[config.mk]
export PLATFORM = sky130hd
export DESIGN_NAME = hack_cpu_ctrl_flat
export DESIGN_NICKNAME = d
export VERILOG_FILES = /design/src/rtl/hack_cpu_ctrl_if.sv /design/src/rtl/hack_cpu_ctrl.sv /design/src/flat_wrapper.sv
export SDC_FILE = /design/constraint.sdc
export NUM_CORES = 1
export LEC_CHECK = 0
export ABC_AREA = 1
export CAP_MARGIN = 20
export CORE_MARGIN = 5
export CORE_UTILIZATION = 35
export DETAILED_ROUTE_END_ITERATION = 10
export DONT_BUFFER_PORTS = 1
export PLACE_DENSITY_LB_ADDON = 0.1
export SYNTH_ARGS = -nofsm -noshare
export SYNTH_HDL_FRONTEND = slang
export SYNTH_SLANG_ARGS = --single-unit
[constraint.sdc]
create_clock -name clk -period 2.2 [get_ports clk]
set_clock_uncertainty 0.2 [all_clocks]
set_input_delay 0.33 -clock clk [delete_from_list [all_inputs] [get_ports clk]]
set_output_delay 0.33 -clock clk [all_outputs]
set_load 0.01 [all_outputs]
[src/rtl/hack_cpu_ctrl_if.sv]
// Bus bundle between the Hack control core and its instruction memory,
// data memory and ALU. master = CPU control core, slave = the surrounding system.
interface hack_cpu_ctrl_if #(
    parameter int ADDR_W = 15
);
    logic              imem_req;
    logic [ADDR_W-1:0] imem_addr;
    logic              imem_ack;
    logic [15:0]       imem_data;

    logic              dmem_rd;
    logic              dmem_wr;
    logic [ADDR_W-1:0] dmem_addr;
    logic [15:0]       dmem_wdata;
    logic [15:0]       dmem_rdata;
    logic              dmem_ack;

    logic [15:0]       alu_x;
    logic [15:0]       alu_y;
    logic              alu_zx;
    logic              alu_nx;
    logic              alu_zy;
    logic              alu_ny;
    logic              alu_f;
    logic              alu_no;
    logic [15:0]       alu_out;
    logic              alu_zr;
    logic              alu_ng;

    modport master (
        output imem_req, imem_addr,
        input  imem_ack, imem_data,
        output dmem_rd, dmem_wr, dmem_addr, dmem_wdata,
        input  dmem_rdata, dmem_ack,
        output alu_x, alu_y, alu_zx, alu_nx, alu_zy, alu_ny, alu_f, alu_no,
        input  alu_out, alu_zr, alu_ng
    );

    modport slave (
        input  imem_req, imem_addr,
        output imem_ack, imem_data,
        input  dmem_rd, dmem_wr, dmem_addr, dmem_wdata,
        output dmem_rdata, dmem_ack,
        input  alu_x, alu_y, alu_zx, alu_nx, alu_zy, alu_ny, alu_f, alu_no,
        output alu_out, alu_zr, alu_ng
    );
endinterface

[src/rtl/hack_cpu_ctrl.sv]
// Multi-cycle Hack CPU control core: FETCH/READ/EXEC/WRITE sequencer driving an external ALU.
// Optional macro HACK_HALT_DETECT_EN adds a HALT state for a jump-to-self loop.
module hack_cpu_ctrl #(
    parameter int                ADDR_W   = 15,
    parameter logic [ADDR_W-1:0] RESET_PC = '0
) (
    input  logic              clk,
    input  logic              reset,
    hack_cpu_ctrl_if.master   bus,
    output logic [ADDR_W-1:0] pc,
    output logic              retire,
    output logic              halted
);

    typedef enum logic [2:0] {
        FETCH,
        READ,
        EXEC,
        WRITE
`ifdef HACK_HALT_DETECT_EN
        , HALT
`endif
    } state_t;

    state_t            state_reg, state_next;
    logic [15:0]       a_reg, a_next;
    logic [15:0]       d_reg, d_next;
    logic [ADDR_W-1:0] pc_reg, pc_next;
    logic [15:0]       ir_reg, ir_next;
    logic [ADDR_W-1:0] al_reg, al_next;
    logic [15:0]       mr_reg, mr_next;
    logic [15:0]       wd_reg, wd_next;

    logic req_c, rd_c, wr_c, retire_c;
    logic jump_taken;

    always_ff @(posedge clk) begin
        if (reset) begin
            state_reg <= FETCH;
            a_reg     <= '0;
            d_reg     <= '0;
            pc_reg    <= RESET_PC;
            ir_reg    <= '0;
            al_reg    <= '0;
            mr_reg    <= '0;
            wd_reg    <= '0;
        end else begin
            state_reg <= state_next;
            a_reg     <= a_next;
            d_reg     <= d_next;
            pc_reg    <= pc_next;
            ir_reg    <= ir_next;
            al_reg    <= al_next;
            mr_reg    <= mr_next;
            wd_reg    <= wd_next;
        end
    end

    assign jump_taken = (ir_reg[2] & bus.alu_ng) | (ir_reg[1] & bus.alu_zr) |
                        (ir_reg[0] & ~bus.alu_zr & ~bus.alu_ng);

    always_comb begin
        state_next = state_reg;
        a_next     = a_reg;
        d_next     = d_reg;
        pc_next    = pc_reg;
        ir_next    = ir_reg;
        al_next    = al_reg;
        mr_next    = mr_reg;
        wd_next    = wd_reg;
        req_c      = 1'b0;
        rd_c       = 1'b0;
        wr_c       = 1'b0;
        retire_c   = 1'b0;
        case (state_reg)
            FETCH: begin
                req_c = 1'b1;
                if (bus.imem_ack) begin
                    ir_next    = bus.imem_data;
                    al_next    = a_reg[ADDR_W-1:0];
                    state_next = (bus.imem_data[15] & bus.imem_data[12]) ? READ : EXEC;
                end
            end
            READ: begin
                rd_c = 1'b1;
                if (bus.dmem_ack) begin
                    mr_next    = bus.dmem_rdata;
                    state_next = EXEC;
                end
            end
            EXEC: begin
                if (!ir_reg[15]) begin
                    a_next     = {1'b0, ir_reg[14:0]};
                    pc_next    = pc_reg + 1'b1;
                    retire_c   = 1'b1;
                    state_next = FETCH;
                end else begin
                    if (ir_reg[5]) a_next = bus.alu_out;
                    if (ir_reg[4]) d_next = bus.alu_out;
                    // Jump target is A as it stood before this instruction's own A write.
                    pc_next = jump_taken ? a_reg[ADDR_W-1:0] : pc_reg + 1'b1;
                    if (ir_reg[3]) begin
                        wd_next    = bus.alu_out;
                        state_next = WRITE;
                    end else begin
                        retire_c   = 1'b1;
                        state_next = FETCH;
`ifdef HACK_HALT_DETECT_EN
                        if (ir_reg[2:0] == 3'b111 && a_reg[ADDR_W-1:0] == pc_reg)
                            state_next = HALT;
`endif
                    end
                end
            end
            WRITE: begin
                wr_c = 1'b1;
                if (bus.dmem_ack) begin
                    retire_c   = 1'b1;
                    state_next = FETCH;
                end
            end
`ifdef HACK_HALT_DETECT_EN
            HALT: begin
                state_next = HALT;
            end
`endif
            default: state_next = FETCH;
        endcase
    end

    // Requests and retire are masked while reset is held so the bus is quiet during reset.
    assign bus.imem_req   = req_c & ~reset;
    assign bus.imem_addr  = pc_reg;
    assign bus.dmem_rd    = rd_c & ~reset;
    assign bus.dmem_wr    = wr_c & ~reset;
    assign bus.dmem_addr  = al_reg;
    assign bus.dmem_wdata = wd_reg;

    assign bus.alu_x  = d_reg;
    assign bus.alu_y  = ir_reg[12] ? mr_reg : a_reg;
    assign bus.alu_zx = ir_reg[11];
    assign bus.alu_nx = ir_reg[10];
    assign bus.alu_zy = ir_reg[9];
    assign bus.alu_ny = ir_reg[8];
    assign bus.alu_f  = ir_reg[7];
    assign bus.alu_no = ir_reg[6];

    assign pc     = pc_reg;
    assign retire = retire_c & ~reset;
`ifdef HACK_HALT_DETECT_EN
    assign halted = (state_reg == HALT);
`else
    assign halted = 1'b0;
`endif

endmodule
[src/flat_wrapper.sv]
// flat-port wrapper written by rule: the top's interface ports become plain ports
module hack_cpu_ctrl_flat 
#(
    parameter int                ADDR_W   = 15,
    parameter logic [ADDR_W-1:0] RESET_PC = '0
)
  (clk, reset, pc, retire, halted, bus_imem_req, bus_imem_addr, bus_imem_ack, bus_imem_data, bus_dmem_rd, bus_dmem_wr, bus_dmem_addr, bus_dmem_wdata, bus_dmem_rdata, bus_dmem_ack, bus_alu_x, bus_alu_y, bus_alu_zx, bus_alu_nx, bus_alu_zy, bus_alu_ny, bus_alu_f, bus_alu_no, bus_alu_out, bus_alu_zr, bus_alu_ng);
  hack_cpu_ctrl_if #(.ADDR_W(ADDR_W)) bus_i ();
  input  logic clk;
  input  logic reset;
  output logic [ADDR_W-1:0] pc;
  output logic retire;
  output logic halted;
  output wire logic [$bits(bus_i.imem_req)-1:0] bus_imem_req;
  output wire logic [$bits(bus_i.imem_addr)-1:0] bus_imem_addr;
  input wire logic [$bits(bus_i.imem_ack)-1:0] bus_imem_ack;
  input wire logic [$bits(bus_i.imem_data)-1:0] bus_imem_data;
  output wire logic [$bits(bus_i.dmem_rd)-1:0] bus_dmem_rd;
  output wire logic [$bits(bus_i.dmem_wr)-1:0] bus_dmem_wr;
  output wire logic [$bits(bus_i.dmem_addr)-1:0] bus_dmem_addr;
  output wire logic [$bits(bus_i.dmem_wdata)-1:0] bus_dmem_wdata;
  input wire logic [$bits(bus_i.dmem_rdata)-1:0] bus_dmem_rdata;
  input wire logic [$bits(bus_i.dmem_ack)-1:0] bus_dmem_ack;
  output wire logic [$bits(bus_i.alu_x)-1:0] bus_alu_x;
  output wire logic [$bits(bus_i.alu_y)-1:0] bus_alu_y;
  output wire logic [$bits(bus_i.alu_zx)-1:0] bus_alu_zx;
  output wire logic [$bits(bus_i.alu_nx)-1:0] bus_alu_nx;
  output wire logic [$bits(bus_i.alu_zy)-1:0] bus_alu_zy;
  output wire logic [$bits(bus_i.alu_ny)-1:0] bus_alu_ny;
  output wire logic [$bits(bus_i.alu_f)-1:0] bus_alu_f;
  output wire logic [$bits(bus_i.alu_no)-1:0] bus_alu_no;
  input wire logic [$bits(bus_i.alu_out)-1:0] bus_alu_out;
  input wire logic [$bits(bus_i.alu_zr)-1:0] bus_alu_zr;
  input wire logic [$bits(bus_i.alu_ng)-1:0] bus_alu_ng;
  assign bus_imem_req = bus_i.imem_req;
  assign bus_imem_addr = bus_i.imem_addr;
  assign bus_i.imem_ack = bus_imem_ack;
  assign bus_i.imem_data = bus_imem_data;
  assign bus_dmem_rd = bus_i.dmem_rd;
  assign bus_dmem_wr = bus_i.dmem_wr;
  assign bus_dmem_addr = bus_i.dmem_addr;
  assign bus_dmem_wdata = bus_i.dmem_wdata;
  assign bus_i.dmem_rdata = bus_dmem_rdata;
  assign bus_i.dmem_ack = bus_dmem_ack;
  assign bus_alu_x = bus_i.alu_x;
  assign bus_alu_y = bus_i.alu_y;
  assign bus_alu_zx = bus_i.alu_zx;
  assign bus_alu_nx = bus_i.alu_nx;
  assign bus_alu_zy = bus_i.alu_zy;
  assign bus_alu_ny = bus_i.alu_ny;
  assign bus_alu_f = bus_i.alu_f;
  assign bus_alu_no = bus_i.alu_no;
  assign bus_i.alu_out = bus_alu_out;
  assign bus_i.alu_zr = bus_alu_zr;
  assign bus_i.alu_ng = bus_alu_ng;
  hack_cpu_ctrl #(.ADDR_W(ADDR_W), .RESET_PC(RESET_PC)) u_core (.clk(clk), .reset(reset), .bus(bus_i), .pc(pc), .retire(retire), .halted(halted));
endmodule
* Word-level counts from Yosys, hierarchy flattened
Cells that the tools add are included.
** Cells by class
- Add/sub/neg operators :: 1
- Equal/unequal tests :: 7
- Multiplexer cells :: 19
- Bitwise operators :: 14
- Reductions and logical operators :: 7
** Operators with widths (count)
- $mux 16 :: 3
- $mux 15 :: 2
- $add 15x1->15 const B :: 1
- $mux 3 :: 4
- $pmux 3 s4 :: 1
- $and 1x1->1 :: 9
- $reduce_and 3->1 :: 3
- $ne 2x2->1 const B :: 4
- $eq 3x2->1 const B :: 2
- $mux 1 :: 6
- $reduce_and 2->1 :: 3
- $mux 2 :: 2
- $eq 3x1->1 const B :: 1
- $logic_not 3->1 :: 1
- $not 1->1 :: 3
- $or 1x1->1 :: 2
- $pmux 1 s2 :: 1
** Storage, ports and cells
- Register bits after elaboration :: 113
- Bits of input ports :: 54
- Output and inout port bits :: 104

* Depth between registers and ports, before layout
Gate-level depths: netlist (run 1).
- Word-level depth :: 6
- Depth in mapped cells :: 10
- Gate-level depth less buffers :: 9

* Worst setup path before layout (run 1)
Ideal clock, no wire load.
- Path kind :: register to register
- Start point :: reg u_core.pc_reg[0], in the netlist u_core.bus.imem_addr[0]
- End point :: reg u_core.pc_reg[14], in the netlist u_core.bus.imem_addr[14]
- Data arrival time :: 1253 ps
- Data required time :: 1868 ps
- Path slack :: 615 ps
- Cell stages (with the launch flop) :: 9
- Cell sequence :: dfxtp_1 ha_1 nand2_1 nor2_1 nand3_1 nand2_1 nand3_1 nand2_1 a21oi_1
** Between the ends
- Longest elaborated chain between the ends :: 3
** Ends and longest elaborated chain
- start, declared :: RTL line hack_cpu_ctrl.sv:28 : logic [ADDR_W-1:0] pc_reg, pc_next;
- start signal, assigned :: RTL line hack_cpu_ctrl.sv:51 : pc_reg <= pc_next;
- $add 15x1->15 * :: RTL line hack_cpu_ctrl.sv:94, hack_cpu_ctrl.sv:101
- $mux 15 :: RTL line hack_cpu_ctrl.sv:101 : pc_next = jump_taken ? a_reg[ADDR_W-1:0] : pc_reg + 1'b1;
- $mux 15 * :: RTL line hack_cpu_ctrl.sv:92 : if (!ir_reg[15]) begin
Every way passes the cells marked *; elsewhere a longest branch is shown, timed or not.
A chain may end at the register's enable or synchronous reset.

* Final worst setup path (run 1)
- Start point :: reg u_core.ir_reg[15]
- End point :: out retire
** Between the ends
- Longest elaborated chain between the ends :: 3
** Ends and longest elaborated chain
- start, declared :: RTL line hack_cpu_ctrl.sv:29 : logic [15:0] ir_reg, ir_next;
- start signal, assigned :: RTL line hack_cpu_ctrl.sv:52 : ir_reg <= ir_next;
- $mux 1 :: RTL line hack_cpu_ctrl.sv:92
- $pmux 1 s2 :: RTL line hack_cpu_ctrl.sv:75 : case (state_reg)
- $and 1x1->1 :: RTL line hack_cpu_ctrl.sv:149 : assign retire = retire_c & ~reset;
- end, declared :: RTL line flat_wrapper.sv:12 : output logic retire;
Every way passes these cells.

==> results of run 1 <==
routing by layer:
metal  global-route usage, %  part of all wire [%]  up-vias
met4                   4.509                   1.2        0
met2                   29.27                    46      130
li1                        -                     -     2282
met1                   22.93                    43     2086
met5                       0                     0        -
met3                   7.887                   9.5       15
cell usage in the layout (no fill, tap or decap):
master,instances
o21ai_2,1
o21ai_1,2
nand4_1,5
nand3_4,1
a211oi_1,1
o21ai_0,111
nand3_1,41
nor2_4,2
inv_8,1
nor2_2,1
clkbuf_16,9
buf_4,15
nand2_2,1
clkinvlp_4,2
dlygate4sd3_1,50
clkbuf_8,2
ha_1,1
nor2_1,113
clkbuf_1,1
o211ai_1,1
clkinv_2,1
inv_1,53
nand3_2,1
nand3b_1,3
inv_2,7
buf_12,1
dfxtp_1,112
a31oi_1,14
xnor2_1,3
a21oi_1,49
conb_1,1
nand2_1,114
inv_6,1
cell type report:
type                       instances  area, µm²  share of cell area (%)
tap                              180      225.2                   3.910
multi-input combinational        466       2138                   37.12
clock buffer                      12      256.5                   4.453
timing repair buffer              66      633.1                   10.99
sequential                       112       2242                   38.92
inverter                          61      230.2                   3.997
clock inverter                     4      35.03                  0.6082
cell usage after synthesis, drive strengths merged:
library cell | instances | share of area, %
buf | 37 | 5.0
xnor2 | 3 | 0.53
o211ai | 1 | 0.15
a211oi | 1 | 0.15
nand3 | 43 | 4.7
dfxtp | 112 | 46
nor2 | 116 | 9.2
nand2 | 115 | 8.8
a31oi | 14 | 1.8
clkinv | 1 | 0.10
clkbuf | 19 | 1.4
o21ai | 114 | 12
conb | 1 | 0.076
a21oi | 49 | 5.0
nand3b | 3 | 0.46
nand4 | 5 | 0.64
ha | 1 | 0.25
inv | 60 | 4.6
what timing repair did:
action	in CTS	in global routing
hold endpoints to repair	95	1
setup endpoints to repair	0	0
hold buffers	49	1
metrics by stage:
step,utilization [%],cell area (µm²),total power [W],setup slack (ns),cells
floorplan,-,4926,0.002729,0.6152,695
global placement,35.93,4969,0.002879,0.4356,835
detailed placement,35.93,4969,0.002891,0.3170,835
CTS,41.59,5751,0.004607,0.1881,900
global route,41.66,5761,0.004785,0.07113,901
finish,41.66,5761,0.004552,0.2178,901
worst paths after layout:
| check | startpoint | end | slack (ns) |
|---|---|---|---|
| worst max-delay path | u_core.ir_reg[15]$_SDFFE_PP0P_ | retire | 0.22 |
| worst min-delay path | bus_dmem_rdata[15] | u_core.mr_reg[15]$_SDFFE_PP0P_ | 0.02 |
| worst max register to register | u_core.state_reg[1]$_SDFFE_PP0P_ | u_core.bus.dmem_wdata[0]$_SDFFE_PP0P_ | 0.33 |
| worst min register to register | u_core.mr_reg[10]$_SDFFE_PP0P_ | u_core.mr_reg[10]$_SDFFE_PP0P_ | 0.25 |
worst max-delay path: cells and delay by family, from the launching register on:
| family | cells | cell delay, ns |
|---|---|---|
| flip-flops | 1 | 0.37 |
| AO/OA/AOI/OAI | 1 | 0.25 |
| buffers and inverters | 1 | 0.26 |
| AND/OR/NAND/NOR | 2 | 0.21 |
logic make-up (layout without fill, tap and decap cells):
group                    count (synthesis)  in the layout
AND/OR/NAND/NOR                        282            282
flip-flops                             112            112
buffers and inverters                  117            143
XOR/XNOR                                 3              3
AO/OA/AOI/OAI                          179            179
adder cells (fa/ha/maj)                  1              1
other                                    1              1
power breakdown:
group | switching (W) | internal [W] | total, W
sequential | 0.000120 | 0.00215 | 0.00227
combinational | 0.000433 | 0.000221 | 0.000654
clock | 0.000781 | 0.000845 | 0.00163
==> impl_results.md, run 1 <==
- Run status: complete, no violations
- Fin Setup TNS: 0 ns
- Final min period: between 1.5 and 2 ns
- H-tree depth: 3
- Setup CP Type: flip-flop to output port
- Clk buf depth: 2
- Starting Density: between 30% and 40%
- Minimum hold slack: between 0.02 and 0.025 ns
- DRT Wirelength: ~15000 µm
- WL/cell: 16.84 µm
- I/O Buffers: 0
- Post-DP HPWL: around 11000 µm
- CTS clk-pin slew, worst paths: about 0.080 ns
- Initial antenna violation count: 0
- Ant diodes: 0
- Placeable Area: between 10000 and 15000 µm²
- Slowest library cell on the worst path: dfxtp_1
- Final hold vios: 0
- XOR/XNOR Fraction of Synth Area: 0.5334%
- Finish-stage setup viols: 0
- ANT nets after route: 0
- Nets: between 700 and 800
- VDD IR max: around 500 µV
- Vias in the first global route: 4291
- Mapped Nets: 750
- GR Overflow Total: 0
- DR pass1 iterations: 4
- Hold Crit Class: input pin to flip-flop
- Worst-Margin Slew: 0.7435 ns
- Synth Area in Compound Gates: a little under a fifth
- Die X: 128.6 µm
- Via count: about 4500
- Setup crit end kind: output port
- Synthesized flop and latch total: 112
- Fin crit share: between 90% and 100%
- TritonCTS clock tree: built
- Synth Area in Simple Gates: about a quarter
- Largest family of logic cells by synthesized area: simple AND/OR/NAND/NOR gates
- Routed vias/inst: between 5 and 6
- I/O Pins: between 150 and 200
- Cts bufs inserted: 9
- Worst-skew pair later-pin latency: approximately 0.35 ns
- Hold path depth: 2
- Post-CTS Setup Bufs: 0
- Critical Path Source Type: flip-flop
- Seq/Total Area, Yosys: 45.52%
- Area growth syn-to-layout: 16.94%
- Fin. max-slew vios: 0
- Filler Cells Inserted: 1450
- Cell variety after synth: 29
- Slowest stage delay, CP: between 0.3 and 0.4 ns
- Total GRT Usage: ~18%
- DRC errors left: 0
- P_leak: approximately 2.1 nW
- Pwr Density: approximately 790 nW/µm²
- Die area: ~17000 µm²
- Slew headroom: 50.27%
- RSZ-0062 raised after global routing: no
- RD Place Congestion: 0.8145
- PostCTS Resize Cnt: 0
- CP arrival: roughly 1.5 ns
- CP Cell Sequence: buf_4 -> nand2_1 -> o21ai_0 -> nor2_1
- Post-synthesis mux area share: 0%
- Synth warn: 0
- Initial DRC count: roughly 320
- Synth Area in Adders: less than 1%
- Crit Path Max Fanout: 18
- Syn Inst Count: approximately 700
- # rows: 43
- Share of layout cells above drive strength 1: 6.380%
- Syn Std Cell Area: 4926 µm²
- Max Cap Violations: 0
- Clock Tree Root: clkbuf_16
- First-pass GRT wire length: ~24000 µm
- Highest Clock Rate: roughly 0.50 GHz
- R2R depth: 6
- Data required, critical path: between 1.5 and 2 ns
- Pin count of the biggest net entering global routing: between 90 and 100
- Syn Area/Cell: 7.088 µm²
- CTS Sinks: about 110
- Die Y: about 130 µm
Note: power is estimated with default switching activity, not from simulation.
==> run 2: changes to the inputs <==
- CORE_MARGIN: 5 -> not set
==> run 2 against run 1 <==
  * Fmax rose by 0.65%
  * Sequential share of layout area up 0.059 points
  * Non-clock buffer count is 2 lower
==> impl_results.md, run 2 (synthesis gave the netlist of run 1 again) <==
- Routed wl met3: 962 µm (-34%)
- Area after DPL: 4969 µm² (unchanged)
- Fin crit share: 89.52% (-0.58 points)
- Share of power burned in registers: 50.1% (+0.2 points)
- NetSw: 0.001332 W (-0.24%)
- I/O Buffers: 0 (unchanged)
- Routed length on met1: 6634 µm (+1.6%)
- Most frequent cells in the layout: 114 x nand2_1, 113 x nor2_1, 112 x dfxtp_1
- I/O Pins: 158 (unchanged)
- Finish-stage setup viols: 0 (unchanged)
- Share of layout cells above drive strength 1: 6.398% (+0.018 points)
- CP arrival: 2.01 ns (+0.56 ns)
- Clk buf depth: 2 (unchanged)
- WL/cell: 16.42 µm (-2.5%)
- Initial DRC count: 226 (-30%)
- DR top layer: met4
- Clock Power Share: 35.6% (about the same)
- Crit Reg-Reg Startpoint: u_core.ir_reg[15]$_SDFFE_PP0P_
- Die area: 14550 µm² (-12%)
- Final min period: 1.969 ns (-0.01282 ns)
- Setup crit end kind: flip-flop
- Crit Path Max Fanout: 16 (-2)
- Max Cap Violations: 0 (unchanged)
- Cts bufs inserted: 9 (unchanged)
- Vias in the first global route: 4351 (+1.4%)
- Hold Crit Class: input pin to flip-flop
- First-pass GRT wire length: 23430 µm (-1.5%)
- Ant diodes: 0 (unchanged)
- Final instance area: 5752 µm² (-0.15%)
- Critical Path Source Type: flip-flop
- CTS clk-pin slew, worst paths: 0.08 ns (about the same)
- VDD IR max: 379.6 µV (-24%)
- ANT nets after route: 0 (unchanged)
- Via count: 4528 (+0.33%)
- R2r setup slk: 0.23 ns (-0.10 ns)
- Commonest non-fill, non-tap cell in the layout: nand2_1
- Starting Density: 36.47% (+0.85 points)
- Run status: complete, no violations
- Setup CP Type: flip-flop to flip-flop
- Post-DP HPWL: 10130 µm (-6.3%)
- Fin Setup TNS: 0 ns (unchanged)
- Routed vias/inst: 5.059 (+1.0%)
- Total GRT Usage: 21.07% (+2.7 points)
- Data required, critical path: 2.25 ns (+0.58 ns)
- Area growth syn-to-layout: 16.76%
- Worst-Margin Slew: 0.8241 ns (+0.08064 ns)
- Nets: 769 (-0.26%)
- Highest Clock Rate: 0.5078 GHz (+0.65%)
- Hold Startpoint: bus_dmem_rdata[1]
- P_leak: 2.151 nW (+0.54%)
- # rows: 42 (-2.3%)
- Logic pwr share: 14.4% (about the same)
- Fin. max-slew vios: 0 (unchanged)
- H-tree depth: 3 (unchanged)
- Metal2 WL: 6761 µm (-3.5%)
- Pin count of the biggest net entering global routing: 73 (-22%)
- Initial antenna violation count: 0 (unchanged)
- CTS Sinks: 112 (unchanged)
- Placeable Area: 13510 µm² (-2.3%)
- GR Overflow Total: 0 (unchanged)
- RSZ-0062 raised after global routing: no
- Slew headroom: 45.06% (-5.2 points)
- RD Place Congestion: 0.8613 (+5.7%)
- DRT Wirelength: 14690 µm (-3.2%)
- Final hold vios: 0 (unchanged)
- DR pass1 iterations: 8 (+4)
- Post-CTS Setup Bufs: 0 (unchanged)
- CP startpoint: u_core.ir_reg[15]$_SDFFE_PP0P_
- Worst-skew pair later-pin latency: 0.36 ns (about the same)
- Finished Core Util: 42.59% (+0.93 points)
- Internal: 0.003215 W (about the same)
- Clock Tree Root: clkbuf_16
- Pwr Density: 790.5 nW/µm² (about the same)
- DRC errors left: 0 (unchanged)
- Switching part of the total: 29.29% (-0.039 points)
- Die X: 120.6 µm (-6.2%)
- TritonCTS clock tree: built
- Die Y: 120.6 µm (-6.2%)
-- run 2: changes by cell type in the layout (fill, tap and decap cells not counted), sizes merged --
| cell | change |
|---|---|
| clkinv | +2 |
| dlygate4sd3 | -2 |
| buf | -1 |
| clkbuf | -1 |
| dlymetal6s4s | +1 |
| clkinvlp | -1 |
-- run 2: area by class of cell --
cell class | count | area (µm²)
Sequential cell | 112 | 2242
Inverter | 61 | 230.2
Timing Repair Buffer | 64 | 630.6
Tap cell | 176 | 220.2
Fill cell | 1396 | 7754
Clock inverter | 5 | 37.54
Multi-Input combinational cell | 466 | 2138
Clock buffer | 11 | 252.7
-- run 2: metrics by stage --
stage                     hold slack [ns]  total power [W]  setup slack (ns)  cells
after floorplan                    0.2239         0.002729            0.6152    695
after global placement             0.2034         0.002885            0.3669    830
after detailed placement           0.2057         0.002895            0.3189    830
after CTS                        0.001760         0.004595           0.02666    895
after global routing              0.02698         0.004774           0.08554    895
final                           0.0005238         0.004547            0.2306    895
-- run 2: final timing paths --
| check | to | cells after the start |
|---|---|---|
| max | u_core.a_reg[5]$_SDFFE_PP0P_ | 5 |
| min | u_core.mr_reg[1]$_SDFFE_PP0P_ | 2 |
| max reg2reg | u_core.a_reg[5]$_SDFFE_PP0P_ | 5 |
| min reg2reg | u_core.mr_reg[9]$_SDFFE_PP0P_ | 2 |
-- run 2: critical path: stages, from the launching register on --
cell and delay (ns):
dfxtp_1 0.50, inv_2 0.08, buf_4 0.21, o211ai_1 0.18
a21oi_1 0.09, dlygate4sd3_1 0.61
-- run 2: metal layers --
layer,global-route usage [%],vias to the layer above
met5,0,-
met4,8.796,0
met3,4.670,23
met2,34.12,162
met1,26.96,2062
li1,-,2281
-- run 2: what timing repair did --
action,4_1_cts,5_1_grt
gates resized for setup,0,1
endpoints found under the setup margin,0,1
endpoints found under the hold margin,94,0
hold buffers,49,0
-- run 2: power groups by stage --
stage	Sequential, W	Clock, W	Combinational (W)
2_1_floorplan	0.00229	0	0.000439
3_3_place_gp	0.00232	0	0.000562
3_5_place_dp	0.00232	0	0.000571
4_1_cts	0.00228	0.00166	0.000659
5_1_grt	0.00229	0.00174	0.000740
6_report	0.00228	0.00162	0.000653
